<file path="src/rtl/vga_sync_gen.sv">
// VGA timing generator: pixel-rate divider, raster counters, blanking/frame strobes
// and a one-pixel output register stage that keeps colour and syncs aligned at the pins.
module vga_sync_gen #(
    parameter int H_DISPLAY = 640,
    parameter int H_FRONT   = 16,
    parameter int H_SYNC    = 96,
    parameter int H_BACK    = 48,
    parameter int V_DISPLAY = 480,
    parameter int V_FRONT   = 10,
    parameter int V_SYNC    = 2,
    parameter int V_BACK    = 33,
    parameter int CLK_DIV   = 2
) (
    input  logic        clk,
    input  logic        rst,
    input  logic [11:0] rgb_in,
    output logic        pix_tick,
    output logic [9:0]  pixel_x,
    output logic [9:0]  pixel_y,
    output logic        video_on,
    output logic        frame_tick,
    output logic [11:0] vga_rgb,
    output logic        vga_hs,
    output logic        vga_vs
);

    localparam int H_TOTAL = H_DISPLAY + H_FRONT + H_SYNC + H_BACK;
    localparam int V_TOTAL = V_DISPLAY + V_FRONT + V_SYNC + V_BACK;
    localparam int DIV_W   = (CLK_DIV > 1) ? $clog2(CLK_DIV) : 1;

    localparam logic [DIV_W-1:0] DIV_MAX = DIV_W'(CLK_DIV - 1);
    localparam logic [9:0] X_MAX    = 10'(H_TOTAL - 1);
    localparam logic [9:0] Y_MAX    = 10'(V_TOTAL - 1);
    localparam logic [9:0] X_VIS    = 10'(H_DISPLAY);
    localparam logic [9:0] Y_VIS    = 10'(V_DISPLAY);
    localparam logic [9:0] HS_START = 10'(H_DISPLAY + H_FRONT);
    localparam logic [9:0] HS_END   = 10'(H_DISPLAY + H_FRONT + H_SYNC);
    localparam logic [9:0] VS_START = 10'(V_DISPLAY + V_FRONT);
    localparam logic [9:0] VS_END   = 10'(V_DISPLAY + V_FRONT + V_SYNC);

    logic [DIV_W-1:0] div_q, div_d;
    logic [9:0]       x_q, x_d;
    logic [9:0]       y_q, y_d;
    logic             video_on_q, video_on_d;
    logic             frame_tick_q, frame_tick_d;
    logic [11:0]      rgb_q, rgb_d;
    logic             hs_q, hs_d;
    logic             vs_q, vs_d;
    logic             tick;

    // Gated by rst so a divide-by-one build still reads 0 while held in reset.
    assign tick = (div_q == DIV_MAX) && !rst;

    always_comb begin
        div_d        = (div_q == DIV_MAX) ? '0 : div_q + 1'b1;
        x_d          = x_q;
        y_d          = y_q;
        rgb_d        = rgb_q;
        hs_d         = hs_q;
        vs_d         = vs_q;
        if (tick) begin
            if (x_q == X_MAX) begin
                x_d = '0;
                y_d = (y_q == Y_MAX) ? '0 : y_q + 1'b1;
            end else begin
                x_d = x_q + 1'b1;
            end
            // Pin stage is loaded from the pixel being left, giving one pixel of latency.
            rgb_d = video_on_q ? rgb_in : 12'h000;
            hs_d  = !((x_q >= HS_START) && (x_q < HS_END));
            vs_d  = !((y_q >= VS_START) && (y_q < VS_END));
        end
        video_on_d   = (x_d < X_VIS) && (y_d < Y_VIS);
        frame_tick_d = tick && (x_d == 10'd0) && (y_d == Y_VIS);
    end

    always_ff @(posedge clk or posedge rst) begin
        if (rst) begin
            div_q        <= '0;
            x_q          <= '0;
            y_q          <= '0;
            video_on_q   <= 1'b1;
            frame_tick_q <= 1'b0;
            rgb_q        <= 12'h000;
            hs_q         <= 1'b1;
            vs_q         <= 1'b1;
        end else begin
            div_q        <= div_d;
            x_q          <= x_d;
            y_q          <= y_d;
            video_on_q   <= video_on_d;
            frame_tick_q <= frame_tick_d;
            rgb_q        <= rgb_d;
            hs_q         <= hs_d;
            vs_q         <= vs_d;
        end
    end

    assign pix_tick   = tick;
    assign pixel_x    = x_q;
    assign pixel_y    = y_q;
    assign video_on   = video_on_q;
    assign frame_tick = frame_tick_q;
    assign vga_rgb    = rgb_q;
    assign vga_hs     = hs_q;
    assign vga_vs     = vs_q;

endmodule

</file>
<file path="config.mk">
export PLATFORM = sky130hd
export DESIGN_NAME = vga_sync_gen
export DESIGN_NICKNAME = d
export VERILOG_FILES = /design/src/rtl/vga_sync_gen.sv
export SDC_FILE = /design/constraint.sdc
export NUM_CORES = 1
export LEC_CHECK = 0
export CAP_MARGIN = 20
export CORE_UTILIZATION = 45
export CTS_CLUSTER_SIZE = 14
export DETAILED_ROUTE_END_ITERATION = 16
export PLACE_DENSITY = 0.74
export SLEW_MARGIN = 20
export SYNTH_ARGS = -nofsm -noshare
export SYNTH_HDL_FRONTEND = slang
export SYNTH_SLANG_ARGS = --single-unit
</file>
<file path="constraint.sdc">
create_clock -name clk -period 8.5 [get_ports clk]
set_clock_uncertainty 0.2 [all_clocks]
set_input_delay 1.7 -clock clk [delete_from_list [all_inputs] [get_ports clk]]
set_output_delay 1.7 -clock clk [all_outputs]
set_load 0.05 [all_outputs]
</file>
* Word level (Yosys, flattened, before mapping)
Index checks and enable logic that the tools add are counted.
** Word-level totals
- Register bits after elaboration :: 37
- Input bits :: 14
- Output and inout bits :: 37
- Word-level logic and storage cells :: 37
** Operators by class
- Add/sub/neg operators :: 3
- Magnitude comparators :: 6
- Equal/unequal tests :: 3
- Multiplexer cells :: 7
- Reductions and logical operators :: 10
** Operator list (number)
- $mux 10 :: 5
- $add 10x1->10 const B :: 2
- $eq 10x10->1 const B :: 2
- $lt 10x10->1 const B :: 2
- $lt 10x9->1 const B :: 2
- $mux 12 :: 1
- $eq 10x9->1 const B :: 1
- $ge 10x10->1 const B :: 1
- $ge 10x9->1 const B :: 1
- $logic_not 10->1 :: 1
- $logic_and 1x1->1 :: 6
- $logic_not 1->1 :: 3
- $add 1x1->1 const B :: 1
- $mux 1 :: 1

* Logic depth before layout (Yosys ltp)
- Depth in word-level cells :: 6
- Depth in mapped cells :: 9
- Gate-level depth less buffers :: 8

* Worst setup path after synthesis
Ideal clock, no wire load.
- Path kind :: in2out
- From :: in rst
- To :: out pix_tick
- Arrival :: 3.692 ns
- Data required time :: 6.600 ns
- Path slack :: 2.908 ns
- Cell stages on the path :: 4
- Path buffers :: 1
- Cells stage by stage :: inv_1 -> nand2_1 -> clkinv_1 -> clkbuf_1
** On the way
- Longest elaborated chain between the ends :: 2
** Ends and longest elaborated chain
- start, declared :: line 15 : input logic rst,
- $logic_not 1->1 (no source line)
- $logic_and 1x1->1 :: line 52 : assign tick = (div_q == DIV_MAX) && !rst;
- end, declared :: line 17 : output logic pix_tick,
No other way between the ends.

* Worst setup path after layout
Same ends and word-level chain as after synthesis.

==> impl_results.md <==
* Outcome: finished clean
* Largest net degree at the start of global routing at 38
* Setup TNS at 0 ps
* Max-slew headroom at 0.592
* H-tree Lvls at 2
* Critical Path AT at 4220 ps
* Nets@finish at 289
* EDFF count, synth at 0
* YS warnings at 0
* Sink Count at 37
* Post-Route WL at 4910 um
* Final core occ at 0.611
* Post-CTS resize count at 0
* Gr ovfl total at 0
* Actual slew at the worst max-slew pin at 610 ps
* CTS clk-pin slew, worst paths at 70 ps
* Setup repair after global routing missed its margin: false
* Die height at 69.5 um
* Area of the mapped netlist at 0.00205 sq mm
* Buf+Inv Stages, Crit Path at 4
* Die Wd at 69.5 um
* Post-CTS Setup Bufs at 0
* Startpoint types: input pin
* CP startpoint: rst
* WL per Instance at 15.2 um
* Peak VDD IR at 0.0000785 V
* Post-route ant nets at 0
* Drt pass-1 iters at 4
* Number of distinct library cells after synthesis at 53
* Detailed Place HPWL at 3370 um
* CP max stage delay at 850 ps
* Seq/Total Area, Yosys at 0.453
* Syn_nets at 242
* Final count of hold timing violations at 0
* CP endpoint kind: output port
* CP Max Fanout at 19
* Reg2reg start: pixel_y[0]
* Leakage power at 1.15 nW
* GPL Wtd Cong at 0.901
* Synth top area share at 0.415
* Max Cap Violations at 0
* Core Area at 0.00435 sq mm
* Period utilization at 0.720
* CP delay by family, top: buffers and inverters
* Cell at the slowest stage of the critical path: clkdlybuf4s50_1
* Area grow syn2layout at 29.6%
* Hold path start: vga_vs
* Max Freq at 0.163 GHz
* Largest cells by area after synthesis: dfrtp_1 41%, nand2_1 7.9%, nand3_1 4.4%
* Die area at 0.00483 sq mm
* Post-synth top flop: dfrtp_1
* Pwr Density at 185 mW/mm^2
* FF+latch count, synth at 37
* Initial antenna violation count at 0
* Worst-Skew Late Latency at 290 ps
* Crit path required time at 6600 ps
* # hold bufs at CTS at 0
* Diode count at 0
* Worst-path cell chain: clkdlybuf4s50_1, inv_1, nand2_1, clkinv_1, clkdlybuf4s50_1
* Final min period at 6120 ps
* IO buf count at 50
* DRC Markers at 0
* Ys async rst share at 1.00
* Most frequent cell after synthesis: nand2_1
* CTS tree: yes
* Kind of critical path: input pin to output port
* Number of global-route vias before repair at 1659
* Initial Util at 0.471
* Iter 0 DRT Violations at 81
* Syn Inst Count at 223
* Yosys top cell by area: dfrtp_1
* Global-route wire length before repair at 8130 um
* Vias at 1785
* Hold WC Path Type: flop to flop
* Max-slew violations at 0
* Total Power at 0.493 mW
* Layout cell share with drive strength beyond 1 at 0.0812
* Most used cell, CP: clkdlybuf4s50_1
* Cts bufs inserted at 5
* IO Count at 51
* Avg Cell Area, Syn at 9.20 sq um
* Via-to-Cell Ratio at 5.53
* Worst-case clock buffer depth at 2
* Setup Viol. Count Final at 0
* Total track usage at 0.215
* # rows at 24
* Most instantiated cells after synthesis: 43 x nand2_1, 34 x dfrtp_1, 18 x nand3_1, 14 x o21ai_0, 10 x inv_1
* Clock root cell: clkbuf_8
==> worst min-delay path, stage by stage, from the launching register on <==
cell and delay [ps]:
dfstp_2 380, nand2_1 50, nand2_1 40
==> state kept, by name, summed over array words and instances, names as in the netlist <==
signal,cells
div_q,1
frame_tick,1
pixel_x,10
pixel_y,10
vga_hs,1
vga_rgb,12
vga_vs,1
video_on,1
==> worst paths after layout <==
check                        endpoint  depth (start not counted)  slack (ps)
max                          pix_tick                          5        2380
min                            vga_vs                          2         270
max reg2reg                frame_tick                          8        5480
min reg2reg                    vga_vs                          2         270
max in group asynchronous      vga_hs                          3        6010
min in group asynchronous  pixel_y[1]                          3        1740
==> layout make-up <==
class	instances	area [sq um]
repair buffers	51	508
fillers	407	1690
multi-input cells	164	1020
inverters	11	41.3
flip-flops and latches	37	930
clock inverters	1	7.51
well taps	52	65.1
clock buffers	7	86.3
==> layer usage <==
metal | global-route usage | share of wire | vias up
li1 | - | - | 886
met4 | 0.0816 | 0.016 | 0
met2 | 0.328 | 0.46 | 45
met3 | 0.0407 | 0.045 | 8
met1 | 0.304 | 0.47 | 846
met5 | 0 | 0 | -
==> layout by cell type (no fill, tap or decap), types with 3 or more instances in the layout <==
cell,instances
nand2_1,43
nor3_1,5
xor2_1,5
nor2_1,6
dfrtp_1,34
ha_1,5
o21ai_0,14
clkbuf_8,6
clkdlybuf4s50_1,50
nand3_1,18
a21oi_1,6
nand4b_1,3
xnor2_1,5
dfstp_2,3
nand4_1,8
inv_1,10
nor4_1,3
==> cell families after synthesis <==
family | after synthesis | synth area share
AO/OA/AOI/OAI | 36 | 0.113
XOR/XNOR | 10 | 0.0427
AND/OR/NAND/NOR | 110 | 0.297
multiplexers | 3 | 0.0152
buffers and inverters | 22 | 0.0488
adder cells (fa/ha/maj) | 5 | 0.0305
flip-flops | 37 | 0.453
==> per-stage QoR <==
| step | instances | worst slack [ps] | area (sq um) | hold slack, ps |
|---|---|---|---|---|
| final | 323 | 2380 | 2660 | 266 |
| after global routing | 323 | 2210 | 2660 | 290 |
| after CTS | 323 | 2370 | 2660 | 264 |
| after detailed placement | 315 | 2370 | 2570 | 253 |
| after global placement | 315 | 2430 | 2570 | 250 |
| after floorplan | 223 | 2910 | 2050 | 269 |
==> power by group <==
group          switching (mW)  total, mW  internal, mW  leakage [nW]
sequential             0.0249      0.217         0.192         0.457
combinational          0.0958      0.148        0.0526         0.645
clock                  0.0623      0.128        0.0659        0.0445
Note: power is estimated with default switching activity, not from simulation.
